--- config.mk ---
export PLATFORM = sky130hd
export DESIGN_NAME = watch_counter
export DESIGN_NICKNAME = d
export VERILOG_FILES = /design/src/rtl/watch_pkg.sv /design/src/rtl/month_days.sv /design/src/rtl/watch_counter.sv
export SDC_FILE = /design/constraint.sdc
export NUM_CORES = 1
export LEC_CHECK = 0
export CAP_MARGIN = 20
export CORE_ASPECT_RATIO = 0.75
export CORE_MARGIN = 2
export CORE_UTILIZATION = 53
export CTS_BUF_LIST = sky130_fd_sc_hd__clkbuf_8
export DETAILED_ROUTE_END_ITERATION = 6
export PLACE_DENSITY = 0.83
export SLEW_MARGIN = 20
export SYNTH_ARGS = -nofsm -noshare
export SYNTH_HDL_FRONTEND = slang
export SYNTH_HIERARCHICAL = 1
export SYNTH_SLANG_ARGS = --single-unit
export TNS_END_PERCENT = 100
--- constraint.sdc ---
create_clock -name clk -period 3.04 [get_ports clk]
set_clock_uncertainty 0.15 [all_clocks]
set_input_delay 0.608 -clock clk [delete_from_list [all_inputs] [get_ports clk]]
set_output_delay 0.608 -clock clk [all_outputs]
set_load 0.01 [all_outputs]
--- src/rtl/watch_pkg.sv ---
// Shared calendar definitions for the watch counter, setting and display blocks.
package watch_pkg;

  localparam int unsigned FIELD_W = 8;

  localparam logic [7:0] SEC_MAX   = 8'd59;
  localparam logic [7:0] MIN_MAX   = 8'd59;
  localparam logic [7:0] HOUR_MAX  = 8'd23;
  localparam logic [7:0] MONTH_MAX = 8'd12;
  localparam logic [7:0] YEAR_MAX  = 8'd99;

  // Bit positions of the fields inside the packed 48-bit time bus.
  localparam int unsigned YEAR_LSB  = 40;
  localparam int unsigned MONTH_LSB = 32;
  localparam int unsigned DAY_LSB   = 24;
  localparam int unsigned HOUR_LSB  = 16;
  localparam int unsigned MIN_LSB   = 8;
  localparam int unsigned SEC_LSB   = 0;

  typedef struct packed {
    logic [7:0] year;
    logic [7:0] month;
    logic [7:0] day;
    logic [7:0] hour;
    logic [7:0] minute;
    logic [7:0] second;
  } cal_t;

  // Calendar value after reset: 2000-01-01 00:00:00.
  localparam cal_t RST_CAL = '{year: 8'd0, month: 8'd1, day: 8'd1,
                               hour: 8'd0, minute: 8'd0, second: 8'd0};

endpackage

--- src/rtl/month_days.sv ---
// Days-in-month lookup; leap years are those with year divisible by 4.
module month_days
  import watch_pkg::*;
(
  input  logic [7:0] month,
  input  logic [7:0] year,
  output logic [4:0] dim
);

  // Month table with February depending on the leap-year test.
  always_comb begin
    dim = 5'd31;
    case (month)
      8'd4, 8'd6, 8'd9, 8'd11: dim = 5'd30;
      8'd2:                    dim = ((year & 8'd3) == 8'd0) ? 5'd29 : 5'd28;
      default:                 dim = 5'd31;
    endcase
  end

endmodule

--- src/rtl/watch_counter.sv ---
// Free-running calendar timekeeper with a one-second prescaler and a load port.
module watch_counter
  import watch_pkg::*;
#(
  parameter int unsigned CLK_HZ = 50_000_000
) (
  input  logic        clk,
  input  logic        rst,
  input  logic        en_time,
  input  logic [47:0] bin_time,
  output logic [7:0]  year,
  output logic [7:0]  month,
  output logic [7:0]  day,
  output logic [7:0]  hour,
  output logic [7:0]  minute,
  output logic [7:0]  second,
  output logic        sec_tick
);

  localparam int unsigned    PRE_W    = (CLK_HZ > 1) ? $clog2(CLK_HZ) : 1;
  localparam logic [PRE_W-1:0] PRE_LAST = PRE_W'(CLK_HZ - 1);

  logic [PRE_W-1:0] pre;
  logic             tick;
  cal_t             cur;
  cal_t             nxt;
  cal_t             ld;
  logic [4:0]       cur_dim;
  logic [4:0]       ld_dim;

  logic [7:0] raw_year, raw_month, raw_day, raw_hour, raw_min, raw_sec;
  logic [7:0] ld_year, ld_month, ld_day, ld_hour, ld_min, ld_sec;

  assign raw_year  = bin_time[YEAR_LSB  +: FIELD_W];
  assign raw_month = bin_time[MONTH_LSB +: FIELD_W];
  assign raw_day   = bin_time[DAY_LSB   +: FIELD_W];
  assign raw_hour  = bin_time[HOUR_LSB  +: FIELD_W];
  assign raw_min   = bin_time[MIN_LSB   +: FIELD_W];
  assign raw_sec   = bin_time[SEC_LSB   +: FIELD_W];

  assign tick = (pre == PRE_LAST);

  month_days u_cur_dim (.month(cur.month), .year(cur.year), .dim(cur_dim));
  month_days u_ld_dim  (.month(ld_month),  .year(ld_year),  .dim(ld_dim));

  // Clamp load fields into range; month/year first since day depends on them.
  always_comb begin
    ld_sec   = (raw_sec  > SEC_MAX)  ? SEC_MAX  : raw_sec;
    ld_min   = (raw_min  > MIN_MAX)  ? MIN_MAX  : raw_min;
    ld_hour  = (raw_hour > HOUR_MAX) ? HOUR_MAX : raw_hour;
    ld_year  = (raw_year > YEAR_MAX) ? YEAR_MAX : raw_year;
    ld_month = raw_month;
    if (raw_month == 8'd0) begin
      ld_month = 8'd1;
    end else if (raw_month > MONTH_MAX) begin
      ld_month = MONTH_MAX;
    end
    ld_day = raw_day;
    if (raw_day == 8'd0) begin
      ld_day = 8'd1;
    end else if (raw_day > {3'b000, ld_dim}) begin
      ld_day = {3'b000, ld_dim};
    end
    ld = '{year: ld_year, month: ld_month, day: ld_day,
           hour: ld_hour, minute: ld_min, second: ld_sec};
  end

  // One-second advance with the full carry cascade; >= makes stray values roll over.
  always_comb begin
    nxt = cur;
    if (cur.second >= SEC_MAX) begin
      nxt.second = '0;
      if (cur.minute >= MIN_MAX) begin
        nxt.minute = '0;
        if (cur.hour >= HOUR_MAX) begin
          nxt.hour = '0;
          if (cur.day >= {3'b000, cur_dim}) begin
            nxt.day = 8'd1;
            if (cur.month >= MONTH_MAX) begin
              nxt.month = 8'd1;
              nxt.year  = (cur.year >= YEAR_MAX) ? '0 : cur.year + 8'd1;
            end else begin
              nxt.month = cur.month + 8'd1;
            end
          end else begin
            nxt.day = cur.day + 8'd1;
          end
        end else begin
          nxt.hour = cur.hour + 8'd1;
        end
      end else begin
        nxt.minute = cur.minute + 8'd1;
      end
    end else begin
      nxt.second = cur.second + 8'd1;
    end
  end

  // Calendar, prescaler and tick registers; load has priority over a tick.
  always_ff @(posedge clk or negedge rst) begin
    if (!rst) begin
      cur      <= RST_CAL;
      pre      <= '0;
      sec_tick <= 1'b0;
    end else if (en_time) begin
      cur      <= ld;
      pre      <= '0;
      sec_tick <= 1'b0;
    end else if (tick) begin
      cur      <= nxt;
      pre      <= '0;
      sec_tick <= 1'b1;
    end else begin
      pre      <= pre + PRE_W'(1);
      sec_tick <= 1'b0;
    end
  end

  assign year   = cur.year;
  assign month  = cur.month;
  assign day    = cur.day;
  assign hour   = cur.hour;
  assign minute = cur.minute;
  assign second = cur.second;

endmodule

==> metrics.cfg, run 1 <==
[outcome]
status = complete, but fails checks
violations = negative setup slack

[routing]
first_pass_iters = 5
finalWirelength_um = 13100
wl_per_cell_um = 17.2
route.met2.wl_um = 6280
topRoutingLayerUsed = met4
route.vias.total = 4565
ant_nets = 0
drt_iter0_drc = 371
drt-met1-wl_um = 5790
vias_per_cell = 5.98
drc = 0
wl_met3_um = 701

[critical_path]
worstPathArrival_ps = 3150
end_kind = flop
critical-path-max-stage-delay_ps = 290
cp_slowest_cell = nor4b_2
cp_cell_sequence = clkbuf_2, nor4_4, buf_4, nand2b_4, nor4b_2, nand2_1, inv_2, ha_4, nor2b_4, o211ai_1, a21oi_2, buf_4, a22o_1, a211oi_2, o21ai_1
worst_ep_required_time_ps = 3130
crit_path_start_kind = input pin
crit_fanout = 6
worstSetupPathType = input pin to flop
cpMostUsedCell = buf_4

[grt]
grt_overflow = 0
grt_pass1_wl_um = 21000
grt_start_max_net_pins = 76
grtUsageTotal_pct = 27.7
grt_antenna_before_repair = 0
grt_pass1_vias = 4390

[floorplan]
start_util_pct = 54.1
dieArea_mm2 = 0.00936
die_h_um = 84.3
rows = 29
core_area_mm2 = 0.00842
pin_count = 100
die_w_um = 111

[timing]
rsz0062_at_grt = yes
slew_viol_final = 0
min_period_over_period_pct = 101
postLayoutSetupSlackWorst_ps = -22.3
finalHoldViolations = 0
slew_headroom_pct = 43.1
holdWs_ps = 123
clock.fmax_mhz = 327
setup_viol = 2
fin_crit_ps = 3060
tightest_slew_ps = 847
timing.setup.tns_ps = -32.6

[power]
pwr_density_cell_mw_per_mm2 = 583
power_leakage_uw = 0.00289
total_power_uw = 3740
vdd_drop_max_mv = 0.368

[synthesis]
synth_area_mm2 = 0.00456
avgSynthCellArea_um2 = 9.15
syn_inst = 498
yosysWarnings = 6

[clock_network]
cts_tree = yes
path_clk_slew_ps = 80
cts-htree-levels = 3
cts_inserted_buffers = 9
clockRootBuffer = clkbuf_8
clock_path_buffers = 2
cts.sinks = 75
clk_latency_ps = 360
postCtsHoldBufs = 0

[placed_design]
gp_congestion = 0.869
dp_hpwl_um = 9020
port_buffers = 99

[layout]
insertedDiodeCount = 0
layout-drive-gt1-share_pct = 20.4
fillers = 568
syn2layout_area_growth_pct = 41.0
nets = 721

[worst_hold_path]
hold_class = input pin to async pin

[flow_run]
maxCapViolations = 0

[layout make-up]
class	instances	area, um^2	area share [%]
multi-input combinational	385	2660	41.4
tap	108	135	2.10
timing repair buffer	153	1410	22.0
inverter	28	108	1.68
clock buffer	9	124	1.93
sequential	75	1880	29.3
clock inverter	6	106	1.66
[cell usage in the layout, fill, tap and decap left out, types with 10 or more instances in the layout]
master / instances
nor2_1: 49
and3_1: 13
dfrtp_1: 73
nand2_1: 33
o21ai_0: 31
inv_1: 27
conb_1: 10
nor3_1: 13
clkdlybuf4s50_1: 84
nand3_1: 26
ha_1: 16
xor2_1: 16
buf_4: 49
[power by group]
part / internal [uW] / total (uW) / switching [uW] / leakage (uW)
logic: 772 / 1470 / 701 / 0.00180
clock network: 536 / 906 / 370 / 0.000116
registers: 1160 / 1360 / 202 / 0.000971
[metrics by stage]
stage | cells | util (%) | area (um^2) | worst slack, ps
6_report | 764 | 76.3 | 6420 | -22.3
5_1_grt | 764 | 76.3 | 6420 | -156
4_1_cts | 762 | 75.4 | 6340 | 10.9
3_5_place_dp | 740 | 70.9 | 5970 | -794
3_3_place_gp | 740 | 70.9 | 5960 | -604
2_1_floorplan | 505 | - | 4590 | 17.9
[routing by layer]
metal | vias to the layer above | track usage, %
met5 | - | 0
met4 | 0 | 10.2
met3 | 32 | 6.35
met2 | 171 | 44.8
met1 | 2254 | 36.9
li1 | 2108 | -
[worst max-delay path: cells and delay by family]
family,cells,cell delay [ps]
buffers and inverters,4,540
AOI/OAI and AO/OA,5,920
adders and majority gates,1,200
and+or+nand+nor,5,880
[what timing repair did]
item / in CTS / in global routing
setup buffers: 7 / 2
gates resized for setup: 41 / 24
endpoints found under the setup margin: 16 / 8
pin swaps: 16 / 13
[final timing paths]
check | startpoint | end | slack [ps] | depth (start not counted)
max | bin_time[38] | day[3]$_DFFE_PN0P_ | -20 | 15
min | rst | second[5]$_DFFE_PN0P_ | 120 | 2
max reg2reg | month[5]$_DFFE_PN0P_ | month[0]$_DFFE_PN1P_ | 270 | 8
min reg2reg | pre[0]$_DFF_PN0_ | pre[0]$_DFF_PN0_ | 340 | 1
max in group asynchronous | rst | day[0]$_DFFE_PN1P_ | 2270 | 2
min in group clk | pre[0]$_DFF_PN0_ | pre[0]$_DFF_PN0_ | 340 | 1
[state kept, by name, indices dropped and copies added, names as in the netlist]
name,flops
pre,26
day,8
hour,8
minute,8
month,8
second,8
year,8
sec_tick,1
No activity file was read; power rests on OpenSTA's default activity.
==> run 2: changes to the inputs <==
--- a/config.mk
+++ b/config.mk
@@ -5,7 +5,6 @@
 export SDC_FILE = /design/constraint.sdc
 export NUM_CORES = 1
 export LEC_CHECK = 0
-export CAP_MARGIN = 20
 export CORE_ASPECT_RATIO = 0.75
 export CORE_MARGIN = 2
 export CORE_UTILIZATION = 53
==> results of run 2 <==
No change in the layout: final DEF, timing and power equal those of run 1.
==> run 3: changes to the inputs <==
--- a/config.mk
+++ b/config.mk
@@ -11,6 +11,7 @@
 export CTS_BUF_LIST = sky130_fd_sc_hd__clkbuf_8
 export DETAILED_ROUTE_END_ITERATION = 6
 export PLACE_DENSITY = 0.83
+export REMOVE_ABC_BUFFERS = 1
 export SLEW_MARGIN = 20
 export SYNTH_ARGS = -nofsm -noshare
 export SYNTH_HDL_FRONTEND = slang
==> metrics.cfg, run 3 (same netlist as run 1, synthesis figures left out) <==
[outcome]
status = complete, but fails checks  ; unchanged
violations = negative setup slack  ; unchanged

[routing]
route.vias.total = 4608  ; was 4565
ant_nets = 0  ; unchanged
first_pass_iters = 5  ; unchanged
drt_iter0_drc = 310  ; was 371
finalWirelength_um = 13500  ; was 13100 um
vias_per_cell = 5.95  ; was 5.98
drc = 0  ; unchanged
wl_per_cell_um = 17.4  ; was 17.2 um

[layout]
regMostFlops = pre  ; unchanged
stdcell_count = 774  ; was 764
insertedDiodeCount = 0  ; unchanged
layout-drive-gt1-share_pct = 21.5  ; was 20.4%
syn2layout_area_growth_pct = 41.0  ; unchanged
largest_register_ff_count = 26  ; unchanged
regArea_mm2 = 0.00188  ; unchanged
multiInputGateArea_mm2 = 0.00265  ; was 0.00266 mm^2
final_cell_mix = 84 x clkdlybuf4s50_1, 73 x dfrtp_1, 59 x buf_4, 48 x nor2_1, 33 x nand2_1  ; was 84 x clkdlybuf4s50_1, 73 x dfrtp_1, 49 x nor2_1, 49 x buf_4, 33 x nand2_1
nets = 730  ; was 721
fillers = 545  ; was 568
layout_commonest_cell = clkdlybuf4s50_1  ; unchanged

[power]
comb_power_share_pct = 42.6  ; was 39.4%
p_sw_uw = 1330  ; was 1270 uW
internal_power_uw = 2240  ; was 2470 uW
vdd_drop_max_mv = 0.437  ; was 0.368 mV
clkPwrFrac_pct = 18.9  ; was 24.2%
power_leakage_uw = 0.00290  ; was 0.00289 uW
p_sw_share_pct = 37.2  ; was 34.0%
power_frac_seq_pct = 38.5  ; was 36.4%
pwr_density_cell_mw_per_mm2 = 556  ; was 583 mW/mm^2

[timing]
slew_viol_final = 0  ; unchanged
rsz0062_at_grt = yes  ; unchanged
setup_viol = 2  ; unchanged
min_period_over_period_pct = 103  ; was 101%
clock.fmax_mhz = 321  ; was 327 MHz
postLayoutSetupSlackWorst_ps = -78.1  ; was -22.3 ps
slew_headroom_pct = 37.0  ; was 43.1%
tightest_slew_ps = 944  ; was 847 ps
finalHoldViolations = 0  ; unchanged
fin_crit_ps = 3120  ; was 3060 ps

[grt]
grt_start_max_net_pins = 76  ; unchanged
grt_pass1_vias = 4383  ; was 4390
grtUsageTotal_pct = 26.8  ; was 27.7%
grt_overflow = 0  ; unchanged
grt_pass1_wl_um = 20500  ; was 21000 um
grt_antenna_before_repair = 0  ; unchanged

[clock_network]
postCtsHoldBufs = 0  ; unchanged
path_clk_slew_ps = 80  ; about the same
clock_path_buffers = 2  ; unchanged
cts_tree = yes  ; unchanged
clk_latency_ps = 360  ; about the same
cts.sinks = 75  ; unchanged
cts-htree-levels = 3  ; unchanged
cts_inserted_buffers = 9  ; unchanged
clockRootBuffer = clkbuf_8  ; unchanged

[placed_design]
dp.cells = 745  ; was 740
pre_cts_slack_ps = -700  ; was -794 ps
dp_hpwl_um = 8840  ; was 9020 um
port_buffers = 99  ; unchanged
gp_congestion = 0.890  ; was 0.869

[floorplan]
die_w_um = 111  ; unchanged
pin_count = 100  ; unchanged
dieArea_mm2 = 0.00936  ; unchanged
die_h_um = 84.3  ; unchanged
rows = 29  ; unchanged
start_util_pct = 54.1  ; unchanged
core_area_mm2 = 0.00842  ; unchanged

[critical_path]
cp_slowest_cell = nor4b_4  ; was nor4b_2
cp_cell_sequence = clkbuf_2, nor4_2, buf_4, nand2b_4, nor4b_4, nand2_1, inv_2, ha_4, nor2b_4, o211ai_1, a21oi_1, buf_4, nor2_4, mux2_4, a21o_1  ; was clkbuf_2, nor4_4, buf_4, nand2b_4, nor4b_2, nand2_1, inv_2, ha_4, nor2b_4, o211ai_1, a21oi_2, buf_4, a22o_1, a211oi_2, o21ai_1
cpMostUsedCell = buf_4  ; unchanged
worstSetupPathType = input pin to flop  ; unchanged
critical-path-max-stage-delay_ps = 330  ; was 290 ps
worst_ep_required_time_ps = 3150  ; was 3130 ps
crit_fanout = 6  ; unchanged
crit_path_start_kind = input pin  ; unchanged
worstPathArrival_ps = 3230  ; was 3150 ps
end_kind = flop  ; unchanged

[worst_hold_path]
hold_class = input pin to async pin  ; unchanged

[flow_run]
maxCapViolations = 0  ; unchanged

run 3: worst max-delay path: cells and delay by family:
| family | cells | cell delay [ps] |
|---|---|---|
| compound gates | 3 | 450 |
| fa+ha+maj | 1 | 200 |
| buf+inv | 4 | 560 |
| mux | 1 | 320 |
| simple gates | 6 | 1110 |
run 3: metrics by stage:
step | power, uW | instance area, um^2 | hold WS (ps) | utilization (%) | TNS [ps]
6_report | 3570 | 6420 | 219 | 76.3 | -106
5_1_grt | 3750 | 6420 | 300 | 76.3 | -409
4_1_cts | 3510 | 6300 | 267 | 74.9 | 0
3_5_place_dp | 2800 | 5990 | 328 | 71.1 | -4170
3_3_place_gp | 2740 | 5980 | 321 | 71.1 | -4120
2_1_floorplan | 2030 | 4470 | 162 | - | -177
run 3: metal layers:
| layer | share of wire (%) | vias to the layer above | wire length [um] | global-route usage (%) |
|---|---|---|---|---|
| li1 | - | 2127 | - | - |
| met1 | 42 | 2228 | 5690 | 34.6 |
| met2 | 49 | 214 | 6560 | 45.0 |
| met3 | 6.4 | 39 | 863 | 6.28 |
| met4 | 2.9 | 0 | 396 | 9.32 |
| met5 | 0 | - | 0 | 0 |
run 3: power by group through the flow:
stage | clock [uW] | sequential (uW) | combinational, uW
after floorplan | 0 | 1430 | 592
after global placement | 0 | 1380 | 1360
after detailed placement | 0 | 1380 | 1420
after CTS | 690 | 1370 | 1450
after global routing | 730 | 1400 | 1620
final | 676 | 1380 | 1520
run 3: worst paths after layout:
path                       depth (start not counted)                  from              endpoint  slack (ps)
min in group clk                                   1      pre[0]$_DFF_PN0_      pre[0]$_DFF_PN0_         360
setup / recovery                                  15          bin_time[37]    day[1]$_DFFE_PN0P_         -80
setup reg to reg                                  10  month[0]$_DFFE_PN1P_  month[0]$_DFFE_PN1P_         180
max in group asynchronous                          1                   rst   hour[4]$_DFFE_PN0P_        1890
hold / removal                                     1                   rst     pre[17]$_DFF_PN0_         220
hold reg to reg                                    1      pre[0]$_DFF_PN0_      pre[0]$_DFF_PN0_         360
run 3: area by class of cell:
cell class / count / area share (%)
clock inverter: 7 / 0.701
inverter: 28 / 1.68
timing repair buffer: 162 / 23.0
clock buffer: 9 / 1.93
sequential: 75 / 29.3
multi-input combinational: 385 / 41.3
tap: 108 / 2.10
run 3: timing repair:
item                       4_1_cts  5_1_grt
gates resized for setup         35       32
pin swaps                       16       16
setup endpoints to repair       14        7
setup buffers                    8        5
